==> config.mk <==
export PLATFORM = sky130hd
export DESIGN_NAME = mul_share_ctrl_flat
export DESIGN_NICKNAME = d
export VERILOG_FILES = /design/src/rtl/mul_share_ctrl_if.sv /design/src/rtl/mul_share_ctrl.sv /design/src/flat_wrapper.sv
export SDC_FILE = /design/constraint.sdc
export NUM_CORES = 1
export LEC_CHECK = 0
export BUFFER_PORTS_ARGS = -buffer_cell sky130_fd_sc_hd__buf_2
export CAP_MARGIN = 20
export CELL_PAD_IN_SITES_DETAIL_PLACEMENT = 1
export CELL_PAD_IN_SITES_GLOBAL_PLACEMENT = 1
export CORE_MARGIN = 1
export CORE_UTILIZATION = 38
export CTS_BUF_LIST = sky130_fd_sc_hd__clkbuf_4
export CTS_CLUSTER_SIZE = 12
export DETAILED_ROUTE_END_ITERATION = 10
export HOLD_SLACK_MARGIN = 0.1
export PLACE_DENSITY_LB_ADDON = 0.1
export SLEW_MARGIN = 10
export SYNTH_ARGS = -nofsm -noshare
export SYNTH_HDL_FRONTEND = slang
export SYNTH_SLANG_ARGS = --single-unit
==> constraint.sdc <==
create_clock -name ck -period 4.5 [get_ports ck]
set_input_delay 1.125 -clock ck [delete_from_list [all_inputs] [get_ports ck]]
set_output_delay 1.125 -clock ck [all_outputs]
set_load 0.05 [all_outputs]
==> src/rtl/mul_share_ctrl_if.sv <==
// Bundle of requester, response and multiplier-core signals around mul_share_ctrl.
// master = clients plus core side, slave = the scheduler.
interface mul_share_ctrl_if #(
    parameter int NREQ = 4
);
    logic [NREQ-1:0]   req_valid;
    logic [4*NREQ-1:0] req_a;
    logic [4*NREQ-1:0] req_b;
    logic [NREQ-1:0]   req_ack;
    logic [NREQ-1:0]   rsp_valid;
    logic [7:0]        rsp_p;
    logic              rsp_err;
    logic              mul_start;
    logic [3:0]        mul_a;
    logic [3:0]        mul_b;
    logic              mul_ready;
    logic [7:0]        mul_p;

    modport master (
        output req_valid, req_a, req_b, mul_ready, mul_p,
        input  req_ack, rsp_valid, rsp_p, rsp_err, mul_start, mul_a, mul_b
    );

    modport slave (
        input  req_valid, req_a, req_b, mul_ready, mul_p,
        output req_ack, rsp_valid, rsp_p, rsp_err, mul_start, mul_a, mul_b
    );
endinterface

==> src/rtl/mul_share_ctrl.sv <==
// Round-robin scheduler sharing one START/READY 4x4 multiplier core between
// NREQ requesters, with a watchdog that answers with an error on a stuck core.
module mul_share_ctrl #(
    parameter int NREQ = 4,
    parameter int TMO  = 15
) (
    input  logic                 ck,
    input  logic                 rstn,
    mul_share_ctrl_if.slave      bus,
    output logic                 busy
);
    localparam int PW = (NREQ > 1) ? $clog2(NREQ) : 1;
    localparam int CW = $clog2(TMO + 1);

    typedef enum logic [2:0] {
        IDLE,
        ISSUE,
        SETTLE,
        WAIT,
        RESP
    } state_t;

    state_t          state;
    state_t          state_nxt;
    logic [PW-1:0]   ptr;
    logic [PW-1:0]   owner;
    logic [PW-1:0]   gnt;
    logic [PW-1:0]   idx;
    logic            found;
    logic [CW-1:0]   cnt;
    logic            timeout;
    logic [3:0]      mul_a_q;
    logic [3:0]      mul_b_q;
    logic [7:0]      rsp_p_q;
    logic            rsp_err_q;
    logic [NREQ-1:0] ack_c;
    logic [NREQ-1:0] rsp_valid_c;
    logic            start_c;

    // First requester at or after ptr, wrapping around the requester ring
    always_comb begin
        found = 1'b0;
        gnt   = '0;
        idx   = '0;
        for (int k = 0; k < NREQ; k++) begin
            idx = PW'((int'(ptr) + k) % NREQ);
            if (!found && bus.req_valid[idx]) begin
                found = 1'b1;
                gnt   = idx;
            end
        end
    end

    assign timeout = (cnt == CW'(TMO - 1));

    always_ff @(posedge ck or negedge rstn) begin
        if (!rstn) begin
            state <= IDLE;
        end else begin
            state <= state_nxt;
        end
    end

    // Acks are gated by rstn so nothing is acknowledged while reset is held
    always_comb begin
        state_nxt   = state;
        ack_c       = '0;
        rsp_valid_c = '0;
        start_c     = 1'b0;
        case (state)
            IDLE: begin
                if (found && rstn) begin
                    ack_c     = NREQ'(1) << gnt;
                    state_nxt = ISSUE;
                end
            end
            ISSUE: begin
                start_c   = 1'b1;
                state_nxt = SETTLE;
            end
            SETTLE: begin
                state_nxt = WAIT;
            end
            WAIT: begin
                if (bus.mul_ready || timeout) begin
                    state_nxt = RESP;
                end
            end
            RESP: begin
                rsp_valid_c = NREQ'(1) << owner;
                state_nxt   = IDLE;
            end
            default: begin
                state_nxt = IDLE;
            end
        endcase
    end

    // Operands, owner and pointer move only on a grant; READY beats the watchdog
    always_ff @(posedge ck or negedge rstn) begin
        if (!rstn) begin
            ptr       <= '0;
            owner     <= '0;
            cnt       <= '0;
            mul_a_q   <= '0;
            mul_b_q   <= '0;
            rsp_p_q   <= '0;
            rsp_err_q <= 1'b0;
        end else begin
            case (state)
                IDLE: begin
                    if (found) begin
                        mul_a_q <= 4'(bus.req_a >> {gnt, 2'b00});
                        mul_b_q <= 4'(bus.req_b >> {gnt, 2'b00});
                        owner   <= gnt;
                        ptr     <= (gnt == PW'(NREQ - 1)) ? '0 : gnt + 1'b1;
                    end
                end
                SETTLE: begin
                    cnt <= '0;
                end
                WAIT: begin
                    if (bus.mul_ready) begin
                        rsp_p_q   <= bus.mul_p;
                        rsp_err_q <= 1'b0;
                    end else begin
                        cnt <= cnt + 1'b1;
                        if (timeout) begin
                            rsp_p_q   <= '0;
                            rsp_err_q <= 1'b1;
                        end
                    end
                end
                RESP: begin
                    rsp_err_q <= 1'b0;
                end
                default: begin
                end
            endcase
        end
    end

    assign bus.req_ack   = ack_c;
    assign bus.rsp_valid = rsp_valid_c;
    assign bus.rsp_p     = rsp_p_q;
    assign bus.rsp_err   = rsp_err_q;
    assign bus.mul_start = start_c;
    assign bus.mul_a     = mul_a_q;
    assign bus.mul_b     = mul_b_q;
    assign busy          = (state != IDLE);

endmodule
==> src/flat_wrapper.sv <==
// flat-port wrapper written by rule: the top's interface ports become plain ports
module mul_share_ctrl_flat 
#(
    parameter int NREQ = 4,
    parameter int TMO  = 15
)
  (ck, rstn, busy, bus_req_valid, bus_req_a, bus_req_b, bus_mul_ready, bus_mul_p, bus_req_ack, bus_rsp_valid, bus_rsp_p, bus_rsp_err, bus_mul_start, bus_mul_a, bus_mul_b);
  mul_share_ctrl_if #(.NREQ(NREQ)) bus_i ();
  input  logic ck;
  input  logic rstn;
  output logic busy;
  input wire logic [$bits(bus_i.req_valid)-1:0] bus_req_valid;
  input wire logic [$bits(bus_i.req_a)-1:0] bus_req_a;
  input wire logic [$bits(bus_i.req_b)-1:0] bus_req_b;
  input wire logic [$bits(bus_i.mul_ready)-1:0] bus_mul_ready;
  input wire logic [$bits(bus_i.mul_p)-1:0] bus_mul_p;
  output wire logic [$bits(bus_i.req_ack)-1:0] bus_req_ack;
  output wire logic [$bits(bus_i.rsp_valid)-1:0] bus_rsp_valid;
  output wire logic [$bits(bus_i.rsp_p)-1:0] bus_rsp_p;
  output wire logic [$bits(bus_i.rsp_err)-1:0] bus_rsp_err;
  output wire logic [$bits(bus_i.mul_start)-1:0] bus_mul_start;
  output wire logic [$bits(bus_i.mul_a)-1:0] bus_mul_a;
  output wire logic [$bits(bus_i.mul_b)-1:0] bus_mul_b;
  assign bus_i.req_valid = bus_req_valid;
  assign bus_i.req_a = bus_req_a;
  assign bus_i.req_b = bus_req_b;
  assign bus_i.mul_ready = bus_mul_ready;
  assign bus_i.mul_p = bus_mul_p;
  assign bus_req_ack = bus_i.req_ack;
  assign bus_rsp_valid = bus_i.rsp_valid;
  assign bus_rsp_p = bus_i.rsp_p;
  assign bus_rsp_err = bus_i.rsp_err;
  assign bus_mul_start = bus_i.mul_start;
  assign bus_mul_a = bus_i.mul_a;
  assign bus_mul_b = bus_i.mul_b;
  mul_share_ctrl #(.NREQ(NREQ), .TMO(TMO)) u_core (.ck(ck), .rstn(rstn), .bus(bus_i), .busy(busy));
endmodule
# [Word level (Yosys, flattened, before mapping)]
# Index checks and enable logic that the tools add are counted.
[word_totals] register_bits=28 output_inout_bits=27 elab_cells=80
[classes] n_addsub=5 order_cmp=4 n_eq_ne=10 n_shift=4 muxes=31 reduce_logical=18
[ops] cell=">> shifter 16 x 4 -> 4 bit" count=2
[ops] cell="two-way mux 4 bit" count=4
[ops] cell="two-way mux 8 bit" count=2
[ops] cell="< comparator 2 x 3 -> 1 bit (second input constant)" count=4
[ops] cell="one-hot mux 3 bit (4 select lines)" count=1
[ops] cell="two-way mux 1 bit" count=11
[ops] cell="two-way mux 2 bit" count=5
[ops] cell="AND reduction 2 bit" count=5
[ops] cell="binary-select mux 1 bit (select 2 bit)" count=4
[ops] cell="one-hot mux 4 bit (2 select lines)" count=1
[ops] cell="left shift 1 x 2 -> 4 bit (first input constant)" count=2
[ops] cell="== test 3 x 2 -> 1 bit (second input constant)" count=2
[ops] cell="two-way mux 3 bit" count=2
[ops] cell="nonzero test 2 bit" count=3
[ops] cell="adder 2 x 1 -> 2 bit (second input constant)" count=2
[ops] cell="adder 2 bit (second input constant)" count=2
[ops] cell="adder 4 x 1 -> 4 bit (second input constant)" count=1
[ops] cell="== test 4 bit (second input constant)" count=1
[ops] cell="logical AND 1 bit" count=4
[ops] cell="inequality test 2 x 1 -> 1 bit (second input constant)" count=2
[ops] cell="== test 3 x 1 -> 1 bit (second input constant)" count=1
[ops] cell="== test 3 bit (second input constant)" count=1
[ops] cell="zero test 1 bit" count=3
[ops] cell="zero test 3 bit" count=1
[ops] cell="other kinds (6)" count=6

# [Depth between registers and ports, before layout]
# Gate-level depths: netlist (run 1).
[depth] ltp_word=15 ltp_mapped=9 mapped_depth_nobuf=7

# [Worst setup path after synthesis (run 1)]
# Ideal clock, no wire load.
[synth_path] path_type="input to output" startpoint="in bus_req_valid[0]" endpoint="out bus_req_ack[3]" t_arrival_ns=2.547 slack_ns=0.828 stages=8 cell_sequence="buf_4 and2b_2 a21oi_1 o221ai_1 buf_6 inv_1 ha_1 and3_1"
[synth_between] elab_chain_cells=15 elab_cells_between_ends=26 classes_between="shift: 1; mux: 18; reduce/logical: 7"
[synth_rtl] element="start: declaration" line_no="flat_wrapper.sv:12" rtl="input wire logic [$bits(bus_i.req_valid)-1:0] bus_req_valid;"
[synth_rtl] element="binary-select mux 1 bit (select 2 bit)" line_no="mul_share_ctrl.sv:47" rtl="if (!found && bus.req_valid[idx]) begin"
[synth_rtl] element="two-way mux 1 bit (implied by the code)" line_no="mul_share_ctrl.sv:47"
[synth_rtl] element="two-way mux 1 bit" line_no="mul_share_ctrl.sv:47"
[synth_rtl] element="zero test 1 bit" line_no="mul_share_ctrl.sv:47"
[synth_rtl] element="logical AND 1 bit" line_no="mul_share_ctrl.sv:47"
[synth_rtl] element="two-way mux 1 bit" line_no="mul_share_ctrl.sv:47"
[synth_rtl] element="zero test 1 bit" line_no="mul_share_ctrl.sv:47"
[synth_rtl] element="logical AND 1 bit" line_no="mul_share_ctrl.sv:47"
[synth_rtl] element="two-way mux 1 bit" line_no="mul_share_ctrl.sv:47"
[synth_rtl] element="zero test 1 bit" line_no="mul_share_ctrl.sv:47"
[synth_rtl] element="logical AND 1 bit" line_no="mul_share_ctrl.sv:47"
[synth_rtl] element="two-way mux 2 bit / two-way mux 1 bit (equally long branches)" line_no="mul_share_ctrl.sv:47"
[synth_rtl] element="left shift 1 x 2 -> 4 bit / logical AND 1 bit (equally long branches)" line_no="mul_share_ctrl.sv:73, mul_share_ctrl.sv:72"
[synth_rtl] element="two-way mux 4 bit *" line_no="mul_share_ctrl.sv:72" rtl="if (found && rstn) begin"
[synth_rtl] element="two-way mux 4 bit *" line_no="mul_share_ctrl.sv:70" rtl="case (state)"
[synth_rtl] element="end: declaration" line_no="flat_wrapper.sv:17" rtl="output wire logic [$bits(bus_i.req_ack)-1:0] bus_req_ack;"
# Every way passes the cells marked *; elsewhere a longest branch is shown, timed or not. The select of a mux whose other input is x is not followed.

# [Worst setup path in the final report (run 1)]
[layout_path] startpoint="in bus_req_valid[2]" endpoint="out bus_req_ack[3]"
# Same word-level chain as after synthesis.

==> results summary, run 1 <==
Entering global routing, the biggest net connects 18 pins. The fraction of the mapped netlist area in compound gates came out at 0.251. The estimated wirelength of the detail-placed design is 3640 um.

Pin placement for this block handled 74 I/O pins. The number of buffers inserted by hold repair at cts came out at 0. The layout-stage area growth over the synthesis result came out at 24.7%.

The worst setup timing slack at the placement stage is 0.679 ns. The total number of nets in the final design is 287. Once layout is done, the placed cells without fillers occupy 2030 sq um. Buffers added to address setup during post-CTS repair amount to 0. The synthesized area per cell came out at 9.86 sq um. The library cells used most frequently in the layout, excluding fill and tap cells, are sky130_fd_sc_hd__buf_2 (73), sky130_fd_sc_hd__dfrtp_1 (28), sky130_fd_sc_hd__nand2_1 (19). The sequential area share after synthesis came out at 0.431. The overall die width came out at 67.4 um.

The number of flops mapped to enable cells by yosys came out at 0. The relative slew slack came out at 0.698. The first global-routing pass estimated 7070 um of wire. In this run the worst hold path is classified as flip-flop to flip-flop. The maximum fanout along the worst path came out at 9. The biggest area contributor in the post-synthesis netlist is sky130_fd_sc_hd__dfrtp_1.

For this design the ratio of total power to cell area is 685 nW/um^2. The number of gates resized after CTS was 0. The final count of negative-setup-slack endpoints is 0.

The number of antenna violations at the first check in global routing came to 0. In the final routed layout, each cell accounts on average for 15.9 um. The data arrival time of the critical path came out at 2.70 ns. The portion of synthesized cell area occupied by the leading cell type is 0.431.

The worst path in the final design needs a cycle of 3.82 ns, including I/O delays and setup. The via count of the first global-routing pass is 1531. The number of iterations in the first detailed-routing pass came out at 4. The count of buffers inserted at the top-level ports came out at 73.

The cell area after synthesis is 1630 sq um. After global routing the overflow that remains totals 0. The average vias per placed instance is 5.42. The number of synthesized register bits is 28. The core region is 4060 sq um. The worst setup path is of the input pin to output port kind. Routability-driven placement finished with a final weighted congestion of 0.801.

The number of DRC markers in iteration 0 came out at 22. The most common cell after layout, fill and taps aside is sky130_fd_sc_hd__buf_2. The number of instances in the synthesized netlist is 165. The diode insertion count for antenna repair came out at 0. The worst setup path is launched from an input pin.

The count of fill cells added during filler insertion came out at 501. The basic-gate share of the synthesized area counting and, or, nand and nor cells is 0.191. After synthesis, the cell types taking the most area are sky130_fd_sc_hd__dfrtp_1 (43%), sky130_fd_sc_hd__a22o_1 (5.9%), sky130_fd_sc_hd__mux2i_1 (4.9%). The clock buffer count from CTS is 3. Of the total synthesized cell area, the portion taken by XOR and XNOR cells is 0.

Across every metal layer, demand over resource in global routing totals 0.212. Setup repair after global routing left no endpoint under its margin. In this run the clock root is driven by a sky130_fd_sc_hd__clkbuf_4.

The CTS sink count is 28. The reported max-cap violation count is 0. The adder-cell share of the synthesized area came out at 0.0231.

Derived from the worst setup path, the maximum achievable clock frequency is 262 MHz. The slew of the pin with the lowest slew margin came out at 0.451 ns. The floorplan step defined a die boundary enclosing 4550 sq um. The number of vias after detailed routing came out at 1551.

The synthesized netlist net count is 215. The standard cell area after detailed placement came out at 2000 sq um. The share of flip-flops with an asynchronous set or reset is 1.00. The latest clock arrival within the worst-skew pair is 0.33 ns.

The total count of max-transition violations in the final report is 0. The final clock period utilization by the worst path came out at 0.849. The wire length after detailed routing came out at 4550 um. The cell count after placement came out at 282. Clock-pin slew was measured on the worst setup and hold paths at 0.14 ns. The starting utilization of the core area came out at 0.401.

At the worst endpoint, the required time is 3.38 ns. The count of unique library cells instantiated by Yosys came out at 46. STA classifies the critical path endpoint as an output port.

The flow ran to the end, and the final reports show no timing, DRC or antenna violations. The die height is 67.4 um. The share of layout cells above drive strength 1 is 0.381. The post-route antenna net violation count came out at 0.

The maximum buffer depth of the clock tree came out at 2. The hold violation count in the final report came out at 0. Hold timing on the final database bottoms out at a slack of 0.515 ns. The number of warnings issued by yosys is 0.

In the routed design, unresolved DRC markers number 0. The leakage power is 0.00106 uW. The multiplexer share of the synthesized area is 0.0492.

The TritonCTS clock tree is built. The number of cells in the finished layout apart from fillers is 286. The largest clock skew in the final design is 0.00169 ns. The main flop type after synthesis is sky130_fd_sc_hd__dfrtp_1. By area, the combinational part of the netlist is dominated by compound AO/OA/AOI/OAI gates. The floorplan has 23 rows.

The count of H-tree levels built during CTS is 1. Across the VDD grid, the largest voltage drop is 0.335 mV. The post-route worst setup slack came out at 0.680 ns. The accumulated negative setup slack came out at 0 ns.
state kept, by name, summed over array words and instances, names as in the netlist:
name and flops:
u_core.bus.rsp_p 8, u_core.bus.mul_a 4, u_core.bus.mul_b 4, u_core.cnt 4, u_core.state 3, u_core.owner 2, u_core.ptr 2, u_core.bus.rsp_err 1
worst max-delay path: stages:
cell,delay [ns]
sky130_fd_sc_hd__buf_2,0.13
sky130_fd_sc_hd__and2b_2,0.20
sky130_fd_sc_hd__o21ai_0,0.25
sky130_fd_sc_hd__o221ai_1,0.17
sky130_fd_sc_hd__buf_4,0.22
sky130_fd_sc_hd__inv_1,0.07
sky130_fd_sc_hd__ha_1,0.14
sky130_fd_sc_hd__and3_1,0.14
sky130_fd_sc_hd__buf_2,0.25
layer usage:
layer	vias to the layer above	GRT usage	routed length, um
met4	0	0.0745	53
met5	-	0	0
met1	755	0.219	1760
li1	747	-	-
met2	44	0.414	2510
met3	5	0.0422	228
through the flow:
stage	util	power, uW
floorplan	-	1110
global placement	0.493	1260
detailed placement	0.493	1300
CTS	0.500	1410
global route	0.500	1490
finish	0.500	1390
cell usage after synthesis (2+ instances only):
cell type	instances
sky130_fd_sc_hd__a21o_1	3
sky130_fd_sc_hd__a21oi_1	7
sky130_fd_sc_hd__a22o_1	11
sky130_fd_sc_hd__a22oi_1	6
sky130_fd_sc_hd__and2_1	3
sky130_fd_sc_hd__and2b_2	2
sky130_fd_sc_hd__and3_1	3
sky130_fd_sc_hd__buf_6	3
sky130_fd_sc_hd__clkbuf_1	2
sky130_fd_sc_hd__dfrtp_1	28
sky130_fd_sc_hd__ha_1	3
sky130_fd_sc_hd__inv_1	6
sky130_fd_sc_hd__mux2i_1	8
sky130_fd_sc_hd__nand2_1	19
sky130_fd_sc_hd__nand2b_1	2
sky130_fd_sc_hd__nor2_1	14
sky130_fd_sc_hd__nor2b_1	2
sky130_fd_sc_hd__nor3_1	3
sky130_fd_sc_hd__nor3b_1	2
sky130_fd_sc_hd__o211ai_1	7
sky130_fd_sc_hd__o21ai_0	4
sky130_fd_sc_hd__o21ai_1	2
sky130_fd_sc_hd__or3_4	2
logic make-up after synthesis:
logic type               Yosys count
multiplexers                       8
flip-flops                        28
adder cells (fa/ha/maj)            3
AO/OA/AOI/OAI                     53
buffers and inverters             14
AND/OR/NAND/NOR                   59
final timing paths:
| path | startpoint | to | slack [ns] | cells after the start |
|---|---|---|---|---|
| max in group asynchronous | rstn | u_core.bus.rsp_p[1] | 3.30 | 2 |
| setup reg to reg | u_core.state[0] | u_core.bus.mul_a[1] | 2.57 | 5 |
| min in group asynchronous | rstn | u_core.bus.mul_b[3] | 0.66 | 1 |
| hold / removal | u_core.bus.rsp_p[6] | u_core.bus.rsp_p[6] | 0.52 | 1 |
| setup / recovery | bus_req_valid[2] | bus_req_ack[3] | 0.68 | 9 |
| hold reg to reg | u_core.bus.rsp_p[6] | u_core.bus.rsp_p[6] | 0.52 | 1 |
layout make-up:
| cell class | instances | area [sq um] | area share |
|---|---|---|---|
| timing repair buffer | 75 | 380 | 0.188 |
| clock inverter | 1 | 3.75 | 0.00185 |
| clock buffer | 3 | 22.5 | 0.0111 |
| multi-input combinational | 123 | 836 | 0.412 |
| sequential | 28 | 701 | 0.345 |
| tap | 50 | 62.6 | 0.0308 |
| inverter | 6 | 22.5 | 0.0111 |
power breakdown:
| group | leakage [uW] | internal (uW) | switching, uW |
|---|---|---|---|
| Clock | 0.0000154 | 32.7 | 71.7 |
| Combinational | 0.000692 | 268 | 550 |
| Sequential | 0.000352 | 360 | 108 |
| Total | 0.00106 | 661 | 729 |
Power figures use the tool's default switching activity.
==> run 2, diff against run 1 <==
- CORE_UTILIZATION: 38 -> 32
- clock period: 4.5 -> 3.4 ns (I/O delays scaled with it)
==> results summary, run 2 (synthesis gave the netlist of run 1 again) <==
The count of fill cells added during filler insertion was 625 (+25%). The number of iterations in the first detailed-routing pass came out at 4 (unchanged). Relative to the synthesized area, the layout overhead comes to 28.1%.

The number of vias after detailed routing came to 1543 (-0.52%). The final estimated routing congestion in global placement is 0.757 (-5.5%). The number of flip-flops under the largest register name was 8 (unchanged). The diode insertion count for antenna repair was 0 (unchanged). Setup repair after global routing left no endpoint under its margin. The number of cells in the finished layout apart from fillers is 304 (+6.3%). The residual overflow from global routing is 0 (unchanged). The die height came out at 73.3 um (+8.7%). The final clock period utilization by the worst path is 0.932. In the layout the commonest cells are sky130_fd_sc_hd__buf_2 (73), sky130_fd_sc_hd__dfrtp_1 (28), sky130_fd_sc_hd__nand2_1 (19). The total count of max-transition violations in the final report is 0 (unchanged). The post-route antenna net violation count was 0 (unchanged). The TritonCTS clock tree is built. The leakage power was 0.00108 uW (+1.6%). The min-delay analysis places its worst path in the category input pin to asynchronous set/reset pin. The CTS sink count is 28 (unchanged). The cell count after placement is 300 (+6.4%). The core area came out at 4820 sq um (+19%). The endpoint class of the critical path is an output port. The estimated wirelength of the detail-placed design came to 3720 um (+2.3%). The count of buffers inserted at the top-level ports was 73 (unchanged).

The count of H-tree levels built during CTS is 1 (unchanged). The run finished with clean final reports. The total number of placement rows was 25 (+8.7%).

The power per cell area came to 926 nW/um^2 (+35%). The largest clock skew in the final design is 0.00931 ns (+0.00762 ns). The number of antenna violations at the first check in global routing came out at 0 (unchanged).

The number of buffers inserted by hold repair at cts was 0 (unchanged). The wire length of the first global-routing pass is 7700 um (+9.0%). The relative slew slack was 0.724 (+0.0253). The final count of negative-setup-slack endpoints came out at 0 (unchanged).

The post-cts gate resize count is 0 (unchanged). The maximum clock frequency is 316 MHz. The all-layer global routing usage came out at 0.185 (-0.0264). The maximum fanout along the worst path came to 5 (-4).

The starting utilization of the core area is 0.338 (-0.0632). The tree is rooted in a sky130_fd_sc_hd__clkbuf_4. The worst hold margin was 0.327 ns (-0.188 ns).

The required time of the critical path came out at 2.55 ns (-0.83 ns). The worst setup path category is input pin to output port. The reported max-cap violation count came out at 0 (unchanged). The worst setup path is launched from an input pin. The per-cell routed wire length was 15.9 um (-0.34%). The highest ir drop seen on vdd is 0.358 mV (+6.7%).

The wire length after detailed routing is 4820 um (+5.9%). The clock buffer count from CTS is 3 (unchanged). The maximum buffer depth of the clock tree is 2 (unchanged). The number of DRC markers in iteration 0 came out at 61 (+180%). The area of the die came to 5370 sq um (+18%). The average vias per placed instance is 5.08 (-6.4%). The latest clock arrival within the worst-skew pair is 0.33 ns (about the same). The time the worst path needs with I/O delays and setup is 3.17 ns. The count of boundary I/O pins came out at 74 (unchanged). The share of layout cells above drive strength 1 came to 0.388 (+0.00683). The slew of the pin with the lowest slew margin came to 0.413 ns (-0.0386 ns). The clock transition at the register clock pins on the worst setup and hold paths after CTS came out at 0.16 ns (+0.02 ns). Leaving out fill and tap cells, the most frequent cell in the layout is sky130_fd_sc_hd__buf_2.

The post-route DRC violation count came out at 0 (unchanged). The largest net degree at the start of global routing is 25 (+7). The overall die width was 73.3 um (+8.7%). The total number of nets in the final design was 288 (+0.35%).

The data arrival time of the critical path is 2.32 ns (-0.38 ns). The post-CTS setup-driven buffer insertion count came out at 0 (unchanged). The accumulated negative setup slack came out at 0 ns (unchanged). The via count of the first global-routing pass came out at 1621 (+5.9%). The hold violation count in the final report is 0 (unchanged).
==> run 2: worst paths after layout <==
path                                           from                   to  slack (ns)  depth (start not counted)
worst max-delay path               bus_req_valid[2]       bus_req_ack[3]        0.23                          8
worst min-delay path                           rstn        u_core.ptr[1]        0.33                          1
worst max register to register      u_core.state[0]  u_core.bus.mul_a[2]        1.41                          6
worst min register to register  u_core.bus.rsp_p[2]  u_core.bus.rsp_p[2]        0.53                          1
max in group asynchronous                      rstn      u_core.state[1]        2.51                          2
min in group ck                 u_core.bus.rsp_p[2]  u_core.bus.rsp_p[2]        0.53                          1
==> run 2: per-layer routing <==
metal / vias up / GRT usage / wire length (um)
li1: 746 / - / -
met1: 750 / 0.235 / 2070
met2: 45 / 0.332 / 2490
met3: 2 / 0.0233 / 239
met4: 0 / 0.0470 / 20
met5: - / 0 / 0
==> run 2: critical path: stages <==
cell and delay [ns]:
sky130_fd_sc_hd__buf_2 0.13, sky130_fd_sc_hd__and2b_2 0.20, sky130_fd_sc_hd__o21ai_0 0.25, sky130_fd_sc_hd__o221ai_1 0.20, sky130_fd_sc_hd__inv_1 0.10, sky130_fd_sc_hd__ha_1 0.16
sky130_fd_sc_hd__and3_1 0.16, sky130_fd_sc_hd__buf_2 0.26
==> run 2: stage by stage <==
stage	power (uW)	util	setup WS [ns]	instance area, sq um
after floorplan	1470	-	0.278	1630
after global routing	2060	0.432	0.145	2080
after detailed placement	1730	0.422	0.246	2030
final	1930	0.432	0.232	2080
after CTS	1950	0.432	0.244	2080
after global placement	1680	0.422	0.403	2030
==> run 2: layout make-up <==
type	instances	area, sq um	area share
well taps	67	83.8	0.0402
clock buffers	3	22.5	0.0108
repair buffers	76	388	0.186
clock inverters	1	30.0	0.0144
multi-input cells	123	836	0.401
flip-flops and latches	28	701	0.336
inverters	6	22.5	0.0108
==> run 2: where the power goes <==
part | internal (uW) | switching [uW] | leakage, uW
registers | 476 | 143 | 0.000352
logic | 360 | 729 | 0.000697
clock network | 119 | 101 | 0.0000279
